==> config.mk <==
export PLATFORM = sky130hd
export DESIGN_NAME = vga_timing_gen_flat
export DESIGN_NICKNAME = d
export VERILOG_FILES = /design/src/rtl/vga_timing_gen_if.sv /design/src/rtl/vga_timing_gen.sv /design/src/flat_wrapper.sv
export SDC_FILE = /design/constraint.sdc
export NUM_CORES = 1
export LEC_CHECK = 0
export BUFFER_PORTS_ARGS = -buffer_cell sky130_fd_sc_hd__buf_2
export CORE_UTILIZATION = 40
export DETAILED_ROUTE_END_ITERATION = 8
export PLACE_DENSITY = 0.68
export SKIP_LAST_GASP = 1
export SYNTH_ARGS = -nofsm -noshare
export SYNTH_HDL_FRONTEND = slang
export SYNTH_SLANG_ARGS = --single-unit
==> constraint.sdc <==
create_clock -name clk -period 1.77 [get_ports clk]
set_input_delay 0.0885 -clock clk [delete_from_list [all_inputs] [get_ports clk]]
set_output_delay 0.0885 -clock clk [all_outputs]
set_load 0.01 [all_outputs]
==> src/rtl/vga_timing_gen_if.sv <==
// Signal bundle between the VGA timing generator and its pixel source / DAC.
// The master side is the timing generator; the slave side is the pixel source plus monitor.
interface vga_timing_gen_if #(
  parameter int CW    = 8,
  parameter int CNT_W = 11
);
  logic             pix_en;
  logic [CW-1:0]    red_in;
  logic [CW-1:0]    green_in;
  logic [CW-1:0]    blue_in;
  logic [CNT_W-1:0] x;
  logic [CNT_W-1:0] y;
  logic             req_active;
  logic             line_start;
  logic             frame_start;
  logic             hsync;
  logic             vsync;
  logic             vga_blank;
  logic [CW-1:0]    vga_red;
  logic [CW-1:0]    vga_green;
  logic [CW-1:0]    vga_blue;
  logic             vga_sync;
  logic             vga_clk;

  modport master (
    input  pix_en, red_in, green_in, blue_in,
    output x, y, req_active, line_start, frame_start,
           hsync, vsync, vga_blank, vga_red, vga_green, vga_blue,
           vga_sync, vga_clk
  );

  modport slave (
    output pix_en, red_in, green_in, blue_in,
    input  x, y, req_active, line_start, frame_start,
           hsync, vsync, vga_blank, vga_red, vga_green, vga_blue,
           vga_sync, vga_clk
  );
endinterface

==> src/rtl/vga_timing_gen.sv <==
// VGA raster timing generator: requests pixels LOOKAHEAD enabled cycles ahead
// and emits registered sync/blank/colour aligned to the returned pixel data.
module vga_timing_gen #(
  parameter int H_ACTIVE  = 640,
  parameter int H_FRONT   = 16,
  parameter int H_PULSE   = 96,
  parameter int H_BACK    = 48,
  parameter int V_ACTIVE  = 480,
  parameter int V_FRONT   = 10,
  parameter int V_PULSE   = 2,
  parameter int V_BACK    = 33,
  parameter bit HS_POL    = 1'b0,
  parameter bit VS_POL    = 1'b0,
  parameter int CW        = 8,
  parameter int CNT_W     = 11,
  parameter int LOOKAHEAD = 1
) (
  input logic              clk,
  input logic              reset,
  vga_timing_gen_if.master bus
);

  localparam int H_TOTAL = H_ACTIVE + H_FRONT + H_PULSE + H_BACK;
  localparam int V_TOTAL = V_ACTIVE + V_FRONT + V_PULSE + V_BACK;

  localparam logic [CNT_W-1:0] ONE      = CNT_W'(1);
  localparam logic [CNT_W-1:0] H_LAST   = CNT_W'(H_TOTAL - 1);
  localparam logic [CNT_W-1:0] V_LAST   = CNT_W'(V_TOTAL - 1);
  localparam logic [CNT_W-1:0] H_A_END  = CNT_W'(H_ACTIVE);
  localparam logic [CNT_W-1:0] H_FP_END = CNT_W'(H_ACTIVE + H_FRONT);
  localparam logic [CNT_W-1:0] H_SP_END = CNT_W'(H_ACTIVE + H_FRONT + H_PULSE);
  localparam logic [CNT_W-1:0] V_A_END  = CNT_W'(V_ACTIVE);
  localparam logic [CNT_W-1:0] V_FP_END = CNT_W'(V_ACTIVE + V_FRONT);
  localparam logic [CNT_W-1:0] V_SP_END = CNT_W'(V_ACTIVE + V_FRONT + V_PULSE);

  if (H_ACTIVE < 1 || H_FRONT < 1 || H_PULSE < 1 || H_BACK < 1) begin : g_bad_h
    $error("vga_timing_gen: every horizontal region length must be >= 1");
  end
  if (V_ACTIVE < 1 || V_FRONT < 1 || V_PULSE < 1 || V_BACK < 1) begin : g_bad_v
    $error("vga_timing_gen: every vertical region length must be >= 1");
  end
  if (CNT_W < 1 || CNT_W > 30 || (H_TOTAL - 1) >= (1 << CNT_W) || (V_TOTAL - 1) >= (1 << CNT_W))
  begin : g_bad_w
    $error("vga_timing_gen: CNT_W too narrow for H_TOTAL-1 or V_TOTAL-1");
  end
  if (LOOKAHEAD < 0 || LOOKAHEAD > 4) begin : g_bad_la
    $error("vga_timing_gen: LOOKAHEAD must be in 0..4");
  end

  typedef enum logic [1:0] {
    REG_ACTIVE,
    REG_FRONT,
    REG_PULSE,
    REG_BACK
  } region_e;

  function automatic region_e decode(input logic [CNT_W-1:0] cnt,
                                     input logic [CNT_W-1:0] a_end,
                                     input logic [CNT_W-1:0] fp_end,
                                     input logic [CNT_W-1:0] sp_end);
    if (cnt < a_end)       return REG_ACTIVE;
    else if (cnt < fp_end) return REG_FRONT;
    else if (cnt < sp_end) return REG_PULSE;
    else                   return REG_BACK;
  endfunction

  logic [CNT_W-1:0] h_cnt;
  logic [CNT_W-1:0] v_cnt;
  region_e          h_reg;
  region_e          v_reg;
  logic             req_active;
  logic             hs_now;
  logic             vs_now;

  logic [LOOKAHEAD:0] hs_dl;
  logic [LOOKAHEAD:0] vs_dl;
  logic [LOOKAHEAD:0] act_dl;
  logic               act_tap;

  logic [CW-1:0] red_q;
  logic [CW-1:0] green_q;
  logic [CW-1:0] blue_q;

  always_ff @(posedge clk) begin
    if (reset) begin
      h_cnt <= '0;
      v_cnt <= '0;
    end else if (bus.pix_en) begin
      if (h_cnt == H_LAST) begin
        h_cnt <= '0;
        v_cnt <= (v_cnt == V_LAST) ? '0 : v_cnt + ONE;
      end else begin
        h_cnt <= h_cnt + ONE;
      end
    end
  end

  always_comb begin
    h_reg      = decode(h_cnt, H_A_END, H_FP_END, H_SP_END);
    v_reg      = decode(v_cnt, V_A_END, V_FP_END, V_SP_END);
    req_active = (h_reg == REG_ACTIVE) && (v_reg == REG_ACTIVE);
    hs_now     = (h_reg == REG_PULSE);
    vs_now     = (v_reg == REG_PULSE);
  end

  assign bus.req_active  = req_active;
  assign bus.x           = req_active ? h_cnt : '0;
  assign bus.y           = req_active ? v_cnt : '0;
  assign bus.line_start  = bus.pix_en && (h_cnt == '0) && (v_reg == REG_ACTIVE);
  assign bus.frame_start = bus.pix_en && (h_cnt == '0) && (v_cnt == '0);

  // Flags are stored as "asserted"; polarity is applied only at the pins.
  always_ff @(posedge clk) begin
    if (reset) begin
      hs_dl  <= '0;
      vs_dl  <= '0;
      act_dl <= '0;
    end else if (bus.pix_en) begin
      hs_dl[0]  <= hs_now;
      vs_dl[0]  <= vs_now;
      act_dl[0] <= req_active;
      for (int unsigned i = 1; i <= LOOKAHEAD; i++) begin
        hs_dl[i]  <= hs_dl[i-1];
        vs_dl[i]  <= vs_dl[i-1];
        act_dl[i] <= act_dl[i-1];
      end
    end
  end

  // Active flag delayed by exactly LOOKAHEAD, matching when the pixel data arrives.
  if (LOOKAHEAD == 0) begin : g_tap_now
    assign act_tap = req_active;
  end else begin : g_tap_dl
    assign act_tap = act_dl[LOOKAHEAD-1];
  end

  always_ff @(posedge clk) begin
    if (reset) begin
      red_q   <= '0;
      green_q <= '0;
      blue_q  <= '0;
    end else if (bus.pix_en) begin
      red_q   <= act_tap ? bus.red_in   : '0;
      green_q <= act_tap ? bus.green_in : '0;
      blue_q  <= act_tap ? bus.blue_in  : '0;
    end
  end

  assign bus.hsync     = HS_POL ? hs_dl[LOOKAHEAD] : ~hs_dl[LOOKAHEAD];
  assign bus.vsync     = VS_POL ? vs_dl[LOOKAHEAD] : ~vs_dl[LOOKAHEAD];
  assign bus.vga_blank = act_dl[LOOKAHEAD];
  assign bus.vga_red   = red_q;
  assign bus.vga_green = green_q;
  assign bus.vga_blue  = blue_q;
  assign bus.vga_sync  = 1'b0;
  assign bus.vga_clk   = clk;

endmodule

==> src/flat_wrapper.sv <==
// flat-port wrapper written by rule: the top's interface ports become plain ports
module vga_timing_gen_flat 
#(
  parameter int H_ACTIVE  = 640,
  parameter int H_FRONT   = 16,
  parameter int H_PULSE   = 96,
  parameter int H_BACK    = 48,
  parameter int V_ACTIVE  = 480,
  parameter int V_FRONT   = 10,
  parameter int V_PULSE   = 2,
  parameter int V_BACK    = 33,
  parameter bit HS_POL    = 1'b0,
  parameter bit VS_POL    = 1'b0,
  parameter int CW        = 8,
  parameter int CNT_W     = 11,
  parameter int LOOKAHEAD = 1
)
  (clk, reset, bus_pix_en, bus_red_in, bus_green_in, bus_blue_in, bus_x, bus_y, bus_req_active, bus_line_start, bus_frame_start, bus_hsync, bus_vsync, bus_vga_blank, bus_vga_red, bus_vga_green, bus_vga_blue, bus_vga_sync, bus_vga_clk);
  vga_timing_gen_if #(.CW(CW), .CNT_W(CNT_W)) bus_i ();
  input logic clk;
  input logic reset;
  input wire logic [$bits(bus_i.pix_en)-1:0] bus_pix_en;
  input wire logic [$bits(bus_i.red_in)-1:0] bus_red_in;
  input wire logic [$bits(bus_i.green_in)-1:0] bus_green_in;
  input wire logic [$bits(bus_i.blue_in)-1:0] bus_blue_in;
  output wire logic [$bits(bus_i.x)-1:0] bus_x;
  output wire logic [$bits(bus_i.y)-1:0] bus_y;
  output wire logic [$bits(bus_i.req_active)-1:0] bus_req_active;
  output wire logic [$bits(bus_i.line_start)-1:0] bus_line_start;
  output wire logic [$bits(bus_i.frame_start)-1:0] bus_frame_start;
  output wire logic [$bits(bus_i.hsync)-1:0] bus_hsync;
  output wire logic [$bits(bus_i.vsync)-1:0] bus_vsync;
  output wire logic [$bits(bus_i.vga_blank)-1:0] bus_vga_blank;
  output wire logic [$bits(bus_i.vga_red)-1:0] bus_vga_red;
  output wire logic [$bits(bus_i.vga_green)-1:0] bus_vga_green;
  output wire logic [$bits(bus_i.vga_blue)-1:0] bus_vga_blue;
  output wire logic [$bits(bus_i.vga_sync)-1:0] bus_vga_sync;
  output wire logic [$bits(bus_i.vga_clk)-1:0] bus_vga_clk;
  assign bus_i.pix_en = bus_pix_en;
  assign bus_i.red_in = bus_red_in;
  assign bus_i.green_in = bus_green_in;
  assign bus_i.blue_in = bus_blue_in;
  assign bus_x = bus_i.x;
  assign bus_y = bus_i.y;
  assign bus_req_active = bus_i.req_active;
  assign bus_line_start = bus_i.line_start;
  assign bus_frame_start = bus_i.frame_start;
  assign bus_hsync = bus_i.hsync;
  assign bus_vsync = bus_i.vsync;
  assign bus_vga_blank = bus_i.vga_blank;
  assign bus_vga_red = bus_i.vga_red;
  assign bus_vga_green = bus_i.vga_green;
  assign bus_vga_blue = bus_i.vga_blue;
  assign bus_vga_sync = bus_i.vga_sync;
  assign bus_vga_clk = bus_i.vga_clk;
  vga_timing_gen #(.H_ACTIVE(H_ACTIVE), .H_FRONT(H_FRONT), .H_PULSE(H_PULSE), .H_BACK(H_BACK), .V_ACTIVE(V_ACTIVE), .V_FRONT(V_FRONT), .V_PULSE(V_PULSE), .V_BACK(V_BACK), .HS_POL(HS_POL), .VS_POL(VS_POL), .CW(CW), .CNT_W(CNT_W), .LOOKAHEAD(LOOKAHEAD)) u_core (.clk(clk), .reset(reset), .bus(bus_i));
endmodule
* After elaboration in Yosys (flattened, before gate mapping)
Index checks and enable logic that the tools add are counted.
** Storage, ports and cells
- Bits in latches :: 0
- Output and inout port bits :: 54
- Memory bits (read-only) :: 0
- Bits of input ports :: 27
- Register bits after elaboration :: 52
- Memories kept :: 0
- Bits in writable memories :: 0
** Cells by class
- Reduce and logical (&&, ||, !) cells :: 9
- Mux-type cells :: 13
- Add/subtract/negate cells :: 2
- Div/mod/pow operators :: 0
- Equality and inequality tests :: 4
- Shift-type cells :: 0
- $mul :: 0
- Bitwise operators :: 2
- $lt $le $gt $ge :: 6
** Operator list (count)
- 2-to-1 mux 11 bit :: 4
- less-than comparator 11 x 10 -> 1 bit, second input constant :: 3
- less-than comparator 11 x 9 -> 1 bit, second input constant :: 3
- 2-to-1 mux 8 bit :: 3
- adder 11 x 1 -> 11 bit, second input constant :: 2
- equality test 11 x 10 -> 1 bit, second input constant :: 2
- logical NOT 11 bit :: 2
- 2-to-1 mux 2 bit :: 4
- equality test 2 bit, second input constant :: 2
- logical AND 1 bit :: 4
- logical NOT 2 bit :: 2
- 2-to-1 mux 1 bit :: 2
- inverter 1 bit :: 2
- AND reduction 2 bit :: 1

* Logic depth before layout (Yosys ltp)
Gate-level depths: netlist (run 1).
- Word-level depth :: 7
- Gate-level depth with buffers :: 7

==> results of run 1 <==
[cell usage after synthesis (all sizes together) (4+ instances only)]
cell type | n | share of area (%)
clkbuf | 17 | 2.6
a22oi | 24 | 7.5
buf | 11 | 3.0
nand4 | 11 | 3.5
ha | 4 | 2.1
and2 | 21 | 5.5
inv | 9 | 1.4
o21ai | 7 | 1.5
a21oi | 15 | 3.1
nor4 | 4 | 1.0
dfxtp | 52 | 43
nor2 | 38 | 5.9
xnor2 | 6 | 2.2
or3 | 9 | 2.3
nor3 | 9 | 2.3
and4 | 4 | 1.6
nand2 | 10 | 1.6
nand3 | 11 | 2.3
[flip-flops by register name (all words and copies together), names as in the netlist]
signal,cells
u_core.act_dl,2
u_core.bus.vga_blue,8
u_core.bus.vga_green,8
u_core.bus.vga_red,8
u_core.h_cnt,11
u_core.hs_dl,2
u_core.v_cnt,11
u_core.vs_dl,2
[what timing repair did]
action                     in CTS  in global routing
gates cloned                    2                  2
hold endpoints to repair       24                  0
hold buffers                   24                  0
pin swaps                       4                 11
resized for setup              18                 25
setup endpoints to repair      22                 28
setup buffers                   5                  4
[power by group]
| group | internal [uW] | switching (uW) |
|---|---|---|
| combinational | 132 | 122 |
| clock | 659 | 450 |
| sequential | 1190 | 12.5 |
| total | 1980 | 584 |
[metrics by stage]
step | util (%) | std cells | cell area, sq um | setup WS [ns]
final | 64.0 | 476 | 3610 | -0.0501
after floorplan | - | 287 | 2420 | 0.00879
after CTS | 61.0 | 470 | 3440 | -0.0843
after detailed placement | 51.9 | 428 | 2930 | 0.0744
after global routing | 64.0 | 476 | 3610 | -0.225
after global placement | 51.9 | 428 | 2930 | 0.110
[critical path, cell delays in order, from the launching register on]
cell and delay, ns:
dfxtp_2 0.34, buf_6 0.12, inv_4 0.05, ha_4 0.12, nor4b_4 0.18, nand4_1 0.19
nor4_2 0.16, buf_2 0.16
[worst max path at each step]
stage / startpoint / end / slack [ns] / cells after the start
final: u_core.h_cnt[1]$_SDFFE_PP0P_ / bus_frame_start / -0.05 / 7
after global routing: u_core.h_cnt[1]$_SDFFE_PP0P_ / bus_frame_start / -0.22 / 7
after CTS: u_core.h_cnt[0]$_SDFFE_PP0P_ / bus_frame_start / -0.08 / 7
after detailed placement: u_core.h_cnt[0]$_SDFFE_PP0P_ / u_core.v_cnt[10]$_SDFFE_PP0P_ / 0.07 / 6
after global placement: u_core.h_cnt[0]$_SDFFE_PP0P_ / u_core.v_cnt[8]$_SDFFE_PP0P_ / 0.11 / 5
after floorplan: u_core.h_cnt[0]$_SDFFE_PP0P_ / u_core.v_cnt[8]$_SDFFE_PP0P_ / 0.009 / 6
[metal layers]
layer  GRT usage, %  vias to the layer above  wire length, um
met1           27.8                     1196             2990
li1               -                     1235                -
met5              0                        -                0
met4           8.18                        0               74
met2           35.3                      114             3190
met3           6.29                        6              522
[kinds of logic (layout without fill, tap and decap cells)]
logic type	count (synthesis)	after routing	synth area share (%)
xor gates and xnor gates	9	9	3.27
and+or+nand+nor	127	130	29.3
DFF	52	52	43.2
muxes	3	3	1.25
other	1	4	0.156
buffers and inverters	37	151	7.06
adders and majority gates	4	4	2.08
AOI/OAI and AO/OA	51	51	13.7
[area by class of cell]
type	instances	area (sq um)	share of cell area [%]
repair buffers	130	940	26.0
flip-flops and latches	52	1060	29.3
clock inverters	1	30.0	0.832
multi-input cells	201	1310	36.4
inverters	9	38.8	1.07
clock buffers	11	143	3.95
well taps	72	90.1	2.50
==> impl_metrics.csv, run 1 <==
group,metric,value,unit
timing,setup_violations,2,
timing,fin_crit,1.82,ns
worst_setup_path,arrival,1.73,ns
timing,tns,-0.0565,ns
worst_setup_path,crit_path_end_kind,"output pin",
drt,drt_iter0_drc,115,
synth,avgSynthCellArea,8.49,sq um
timing,fmax,549,MHz
layout,area_delta_synth_final,49.8,%
drt,post_drt_wl_per_cell,14.2,um
worst_setup_path,worst-setup-path-type,"reg -> out",
placed_design,dp_hpwl,4030,um
floorplanning,io_pins,81,
layout,mostFrequentLayoutCell,"buf_2",
synth,synth_area,0.00241,sq mm
clock_tree,insertion_delay,0.41,ns
layout,drive_gt1_share,36.1,%
status,violations,"negative setup slack",
global_routing,grt_max_degree,44,
hold_path,hold_depth,4,
hold_path,min_from,"reset",
drt,num_vias,2551,
layout,final_cell_mix,"68 x buf_2, 46 x dfxtp_1, 37 x nor2_1, 26 x buf_4",
placed_design,port_buffers,76,
floorplanning,die_x,79.6,um
global_routing,grt_pass1_wl,10800,um
synth,seq_area_frac_synth,43.2,%
layout,finalNetCount,434,
clock_tree,cts_tree,"yes",
worst_setup_path,reg2reg_depth,6,
synth,async_flop_share,0,%
drt,ant_nets,0,
timing,rsz0062_at_grt,"true",
synth,ys_types,36,
timing,skew,0.00596,ns
timing,maxSlewViolCount,0,
drt,drc,0,
synth,synthFlopType,"dfxtp_1",
floorplanning,initial_utilization,42.7,%
power_and_ir_drop,leakagePower,0.00156,uW
floorplanning,die_h,79.6,um
worst_setup_path,r2r_slack,0.06,ns
layout,antennaDiodeCount,0,
flow_run,drv_cap,0,
drt,routed_via_density,5.36,
floorplanning,fp-row-count,27,
timing,finalCritPeriodShare,103,%
floorplanning,die_area,0.00634,sq mm
synth,yosysWarnings,0,
global_routing,antenna_found_initial,0,
worst_setup_path,r2r_end,"u_core.v_cnt[10]$_SDFFE_PP0P_",
worst_setup_path,timing.rr.start,"u_core.h_cnt[0]$_SDFFE_PP0P_",
global_routing,grt_pass1_vias,2318,
floorplanning,core_area,0.00564,sq mm
power_and_ir_drop,ir_worst_vdd,0.513,mV
layout,fillers,483,
timing,layout_setup_ws,-0.0501,ns
power_and_ir_drop,power_density,710,mW/mm^2
hold_path,min-delay-path-class,"in -> reg",
synth,syn_inst,284,
timing,hold_ws,0.104,ns
drt,drt_wl_total,6780,um
drt,drtPass1Iterations,4,
placed_design,routabilityCongestion,0.789,
hold_path,hold_path_end,"u_core.v_cnt[6]$_SDFFE_PP0P_",
synth,synth_edf_count,0,
global_routing,grt_overflow,0,
synth,synth-seq-cells,52,
power_and_ir_drop,finalPower,2560,uW
worst_setup_path,critPathMaxFanout,2,
clock_tree,cts.clk_slew.worst_paths,0.09,ns
worst_setup_path,critPathRequiredTime,1.68,ns
global_routing,track_usage,22.0,%
status,status,"finished, violations left",
worst_setup_path,cp-start-kind,"flip-flop",
timing,hold_viol,0,
Power figures use the tool's default switching activity.
==> inputs of run 2 (changes only) <==
--- a/config.mk
+++ b/config.mk
@@ -9,6 +9,7 @@
 export CORE_UTILIZATION = 40
 export DETAILED_ROUTE_END_ITERATION = 8
 export PLACE_DENSITY = 0.68
+export RECOVER_POWER = 50
 export SKIP_LAST_GASP = 1
 export SYNTH_ARGS = -nofsm -noshare
 export SYNTH_HDL_FRONTEND = slang
==> run 2 against run 1 <==
Against the previous run: the flow still finishes with violations (negative setup slack); first-iteration DRC count decreased by 0.87%; register-to-register slack about the same; global-route usage unchanged; non-clock buffer count unchanged; hold slack improved by 0.0015 ns; combinational power decreased by 3%; cell count unchanged; die area unchanged; wire length decreased by 0.47%; sequential power about the same.
==> impl_metrics.csv, run 2 (same netlist as run 1, synthesis figures left out) <==
group,metric,value,unit
status,status,"finished, violations left",
status,violations,"negative setup slack",
layout,final_core_util,63.3,%
drt,num_vias,2534,
worst_setup_path,reg2reg_depth,6,
worst_setup_path,arrival,1.74,ns
drt,post_drt_wl_per_cell,14.2,um
power_and_ir_drop,pwr-share-clk,43.3,%
power_and_ir_drop,power_density,715,mW/mm^2
clock_tree,cts_tree,"yes",
drt,drt_wl_total,6750,um
timing,setup_violations,2,
drt,routed_via_density,5.32,
hold_path,min-delay-path-class,"in -> reg",
layout,mostFrequentLayoutCell,"dfxtp_1",
timing,tightest_slew,0.519,ns
floorplanning,core_area,0.00564,sq mm
layout,finalNetCount,434,
placed_design,placed_area,0.00293,sq mm
power_and_ir_drop,p_seq_share,47.0,%
layout,area_delta_synth_final,48.3,%
power_and_ir_drop,ir_worst_vdd,0.483,mV
global_routing,grt_overflow,0,
global_routing,antenna_found_initial,0,
worst_setup_path,worst-setup-path-type,"reg -> out",
floorplanning,die_x,79.6,um
floorplanning,die_h,79.6,um
global_routing,grt_max_degree,44,
placed_design,port_buffers,76,
timing,fmax,547,MHz
drt,ant_nets,0,
drt,drtPass1Iterations,4,
timing,finalCritPeriodShare,103,%
global_routing,grt_pass1_wl,10800,um
drt,drt_iter0_drc,114,
worst_setup_path,cp-start-kind,"flip-flop",
power_and_ir_drop,p_switching,582,uW
timing,rsz0062_at_grt,"true",
timing,skew,0.00566,ns
clock_tree,cts.clk_slew.worst_paths,0.09,ns
layout,fillers,500,
floorplanning,fp-row-count,27,
timing,layout_setup_ws,-0.0582,ns
placed_design,routabilityCongestion,0.789,
layout,final_cell_mix,"46 x dfxtp_1, 41 x buf_2, 37 x nor2_1, 27 x clkbuf_1, 25 x buf_4",
hold_path,hold_depth,4,
timing,fin_crit,1.83,ns
power_and_ir_drop,p_int,1970,uW
flow_run,drv_cap,0,
floorplanning,io_pins,81,
timing,hold_viol,0,
layout,top_regs,"u_core.h_cnt (11), u_core.v_cnt (11)",
layout,antennaDiodeCount,0,
timing,max-slew-margin-rel,65.4,%
worst_setup_path,critPathMaxFanout,2,
worst_setup_path,critPathRequiredTime,1.68,ns
floorplanning,die_area,0.00634,sq mm
drt,drc,0,
placed_design,dp_hpwl,4030,um
power_and_ir_drop,leakagePower,0.00145,uW
floorplanning,initial_utilization,42.7,%
global_routing,grt_pass1_vias,2318,
global_routing,track_usage,22.0,%
layout,final_cell_area,0.00357,sq mm
timing,hold_ws,0.105,ns
worst_setup_path,crit_path_end_kind,"output pin",
timing,maxSlewViolCount,0,
power_and_ir_drop,p_sw_share,22.8,%
clock_tree,insertion_delay,0.41,ns
layout,drive_gt1_share,29.5,%
power_and_ir_drop,p_comb_share,9.7,%
run 2: cell types whose count changed in the layout (fill, tap and decap cells not counted), sizes merged:
| cell | before | now |
|---|---|---|
| buf | 106 | 78 |
| clkbuf | 11 | 39 |
run 2: cell type report:
cell class / count / area (sq um) / area share, %
multi-input cells: 201 / 1310 / 36.7
flip-flops and latches: 52 / 1060 / 29.6
repair buffers: 130 / 903 / 25.3
clock buffers: 11 / 143 / 3.99
well taps: 72 / 90.1 / 2.52
inverters: 9 / 38.8 / 1.09
clock inverters: 1 / 30.0 / 0.840
run 2: final timing paths:
path / slack [ns] / from / to
setup / recovery: -0.06 / u_core.h_cnt[1]$_SDFFE_PP0P_ / bus_frame_start
hold / removal: 0.11 / reset / u_core.v_cnt[6]$_SDFFE_PP0P_
setup reg to reg: 0.06 / u_core.h_cnt[0]$_SDFFE_PP0P_ / u_core.v_cnt[10]$_SDFFE_PP0P_
hold reg to reg: 0.47 / u_core.vs_dl[0]$_SDFFE_PP0P_ / u_core.vs_dl[0]$_SDFFE_PP0P_
run 2: critical path, stage by stage (launching register included):
cell     delay (ns)
dfxtp_2        0.34
buf_6          0.12
inv_4          0.05
ha_4           0.12
nor4b_4        0.18
nand4_1        0.20
nor4_2         0.16
buf_2          0.16
run 2: power by group through the flow:
stage,combinational [uW],sequential [uW],clock [uW]
floorplan,95.8,1240,46.6
global placement,182,1230,34.1
detailed placement,186,1230,34.1
CTS,244,1210,1140
global route,272,1200,1180
finish,247,1200,1110
run 2: stage by stage:
stage               std cells  setup TNS, ns  total power, uW  setup WS, ns
floorplan                 287              0             1380       0.00879
global placement          428              0             1450         0.110
detailed placement        428              0             1450        0.0744
CTS                       470         -0.206             2590       -0.0843
global route              476         -0.841             2660        -0.225
finish                    476        -0.0675             2560       -0.0582
run 2: metal layers:
| metal | up-vias | track usage, % | part of all wire, % |
|---|---|---|---|
| met5 | - | 0 | 0 |
| met3 | 6 | 6.29 | 6.5 |
| met4 | 0 | 8.18 | 1.1 |
| met1 | 1183 | 27.8 | 45 |
| met2 | 105 | 35.3 | 47 |
| li1 | 1240 | - | - |
run 2: repair_timing:
item                                    in CTS  in global routing
resized for setup                           18                 25
pin swaps                                    4                 11
endpoints found under the hold margin       24                  0
endpoints found under the setup margin      22                 28
cloned                                       2                  2
setup buffers                                5                  4
hold buffers                                24                  0
==> inputs of run 3 (changes only) <==
--- a/config.mk
+++ b/config.mk
@@ -5,12 +5,12 @@
 export SDC_FILE = /design/constraint.sdc
 export NUM_CORES = 1
 export LEC_CHECK = 0
-export BUFFER_PORTS_ARGS = -buffer_cell sky130_fd_sc_hd__buf_2
-export CORE_UTILIZATION = 40
+export CORE_UTILIZATION = 30
 export DETAILED_ROUTE_END_ITERATION = 8
-export PLACE_DENSITY = 0.68
+export DONT_BUFFER_PORTS = 1
 export RECOVER_POWER = 50
 export SKIP_LAST_GASP = 1
 export SYNTH_ARGS = -nofsm -noshare
 export SYNTH_HDL_FRONTEND = slang
 export SYNTH_SLANG_ARGS = --single-unit
+export TNS_END_PERCENT = 1
==> run 3 against run 2 <==
Against the previous run: the flow still finishes with violations (negative setup slack); clock skew rose by 0.0034 ns; non-clock buffer count down 81; clock power fell by 34%; largest power group unchanged; final area fell by 15%; highest routed layer unchanged.
==> impl_metrics.csv, run 3 (same netlist as run 1, synthesis figures left out) <==
group,metric,value,unit
status,status,"finished, violations left",
status,violations,"negative setup slack",
clock_tree,cts-htree-levels,2,
global_routing,grt_pass1_vias,1939,
timing,hold_viol,0,
worst_setup_path,max_stage_delay,0.34,ns
drt,drt_wl_total,6040,um
layout,fillers,788,
global_routing,grt_max_degree,44,
timing,layout_setup_ws,-0.0108,ns
layout,antennaDiodeCount,0,
timing,rsz0062_at_grt,"true",
worst_setup_path,arrival,1.69,ns
global_routing,grt_overflow,0,
drt,post_drt_wl_per_cell,14.4,um
floorplanning,die_area,0.00840,sq mm
layout,finalNetCount,346,
global_routing,track_usage,14.2,%
power_and_ir_drop,ir_worst_vdd,0.356,mV
placed_design,routabilityCongestion,0.792,
worst_setup_path,worst-setup-path-type,"reg -> out",
drt,num_vias,2137,
timing,fmax,562,MHz
layout,final_cell_mix,"50 x dfxtp_1, 38 x nor2_1, 25 x dlygate4sd3_1, 24 x a22oi_1",
power_and_ir_drop,leakagePower,0.00110,uW
clock_tree,insertion_delay,0.31,ns
placed_design,port_buffers,0,
floorplanning,initial_utilization,31.0,%
layout,final_cell_area,0.00302,sq mm
clock_tree,numClockSinks,52,
clock_tree,cts.clk_slew.worst_paths,0.10,ns
layout,top_regs,"u_core.h_cnt (11), u_core.v_cnt (11)",
drt,drt_iter0_drc,89,
timing,skew,0.00910,ns
placed_design,dp_hpwl,3780,um
power_and_ir_drop,power_density,710,mW/mm^2
worst_setup_path,crit_path_end_kind,"output pin",
layout,mostFrequentLayoutCell,"dfxtp_1",
timing,finalCritPeriodShare,101,%
global_routing,grt_pass1_wl,9570,um
clock_tree,cts_buffer_depth,2,
worst_setup_path,critPathRequiredTime,1.68,ns
drt,drtPass1Iterations,4,
worst_setup_path,slowest_stage,"dfxtp_2",
global_routing,antenna_found_initial,0,
layout,drive_gt1_share,13.9,%
timing,setup_violations,2,
clock_tree,numCtsBuffers,5,
clock_tree,cts-root-buf,"clkbuf_8",
clock_tree,cts_tree,"yes",
floorplanning,die_x,91.6,um
timing,maxSlewViolCount,0,
floorplanning,die_h,91.6,um
hold_path,min-delay-path-class,"in -> reg",
timing,hold_ws,0.0657,ns
floorplanning,fp-row-count,32,
drt,ant_nets,0,
flow_run,drv_cap,0,
worst_setup_path,critPathMaxFanout,4,
timing,tightest_slew,0.900,ns
timing,max-slew-margin-rel,40.0,%
floorplanning,io_pins,81,
floorplanning,core_area,0.00777,sq mm
placed_design,placed_area,0.00257,sq mm
worst_setup_path,path_buf_inv,3,
worst_setup_path,cp_top_family,"simple AND/OR/NAND/NOR gates",
worst_setup_path,cp-start-kind,"flip-flop",
worst_setup_path,crit_chain,"buf_6 > inv_4 > ha_4 > nor4b_4 > nand4_1 > nor4_2 > buf_4",
drt,routed_via_density,5.11,
timing,fin_crit,1.78,ns
drt,drc,0,
layout,area_delta_synth_final,25.3,%
[run 3: cell count changes in the layout (fill, tap and decap cells not counted), moves of 3 or more]
cell | before | now
buf_2 | 41 | 0
clkbuf_1 | 27 | 0
and2_1 | 12 | 21
buf_6 | 11 | 2
and2_4 | 8 | 0
clkbuf_8 | 10 | 5
buf_4 | 25 | 21
dfxtp_1 | 46 | 50
dfxtp_4 | 3 | 0
[run 3: routing by layer]
layer	share of wire, %	track usage (%)
met2	47	21.8
met3	7.1	4.56
met5	0	0
met1	45	19.6
met4	0.28	2.78
[run 3: cell type report]
type / instances / area [sq um] / area share, %
Multi-Input combinational cell: 198 / 1260 / 41.8
Sequential cell: 52 / 1040 / 34.5
Timing Repair Buffer: 49 / 450 / 14.9
Tap cell: 102 / 128 / 4.23
Clock buffer: 5 / 68.8 / 2.28
Inverter: 9 / 38.8 / 1.28
Clock inverter: 3 / 28.8 / 0.953
[run 3: metrics by stage]
stage | total power (uW) | setup slack (ns) | TNS [ns] | instances | utilization [%]
finish | 2150 | -0.0108 | -0.0132 | 418 | 38.9
global route | 2240 | -0.111 | -0.876 | 418 | 38.9
CTS | 2150 | -0.0204 | -0.0256 | 416 | 38.0
detailed placement | 1350 | 0.0349 | 0 | 382 | 33.1
global placement | 1340 | 0.0859 | 0 | 382 | 33.1
floorplan | 1380 | 0.00879 | 0 | 287 | -
[run 3: final timing paths]
| check | startpoint | endpoint | slack, ns | cells past startpoint |
|---|---|---|---|---|
| setup / recovery | u_core.h_cnt[0]$_SDFFE_PP0P_ | bus_frame_start | -0.01 | 7 |
| hold / removal | bus_pix_en | u_core.h_cnt[2]$_SDFFE_PP0P_ | 0.07 | 3 |
| setup reg to reg | u_core.h_cnt[0]$_SDFFE_PP0P_ | u_core.v_cnt[10]$_SDFFE_PP0P_ | 0 | 6 |
| hold reg to reg | u_core.vs_dl[0]$_SDFFE_PP0P_ | u_core.vs_dl[0]$_SDFFE_PP0P_ | 0.47 | 2 |
[run 3: power breakdown]
group	switching, uW	internal (uW)	leakage, uW
Clock	436	299	0.0000511
Sequential	24.6	1190	0.000422
Combinational	93.3	97.8	0.000622
Total	554	1590	0.00110
[run 3: tightest hold or removal path, cell delays in order]
cell,delay (ns)
nand2_1,0.10
xor2_1,0.08
nor2_1,0.07
[run 3: repair_timing]
action                                 4_1_cts  5_1_grt
endpoints found under the hold margin       43        0
setup endpoints to repair                   21       27
pin swaps                                    2        3
hold buffers                                26        0
buffers inserted                             0        2
resized for setup                            4       13
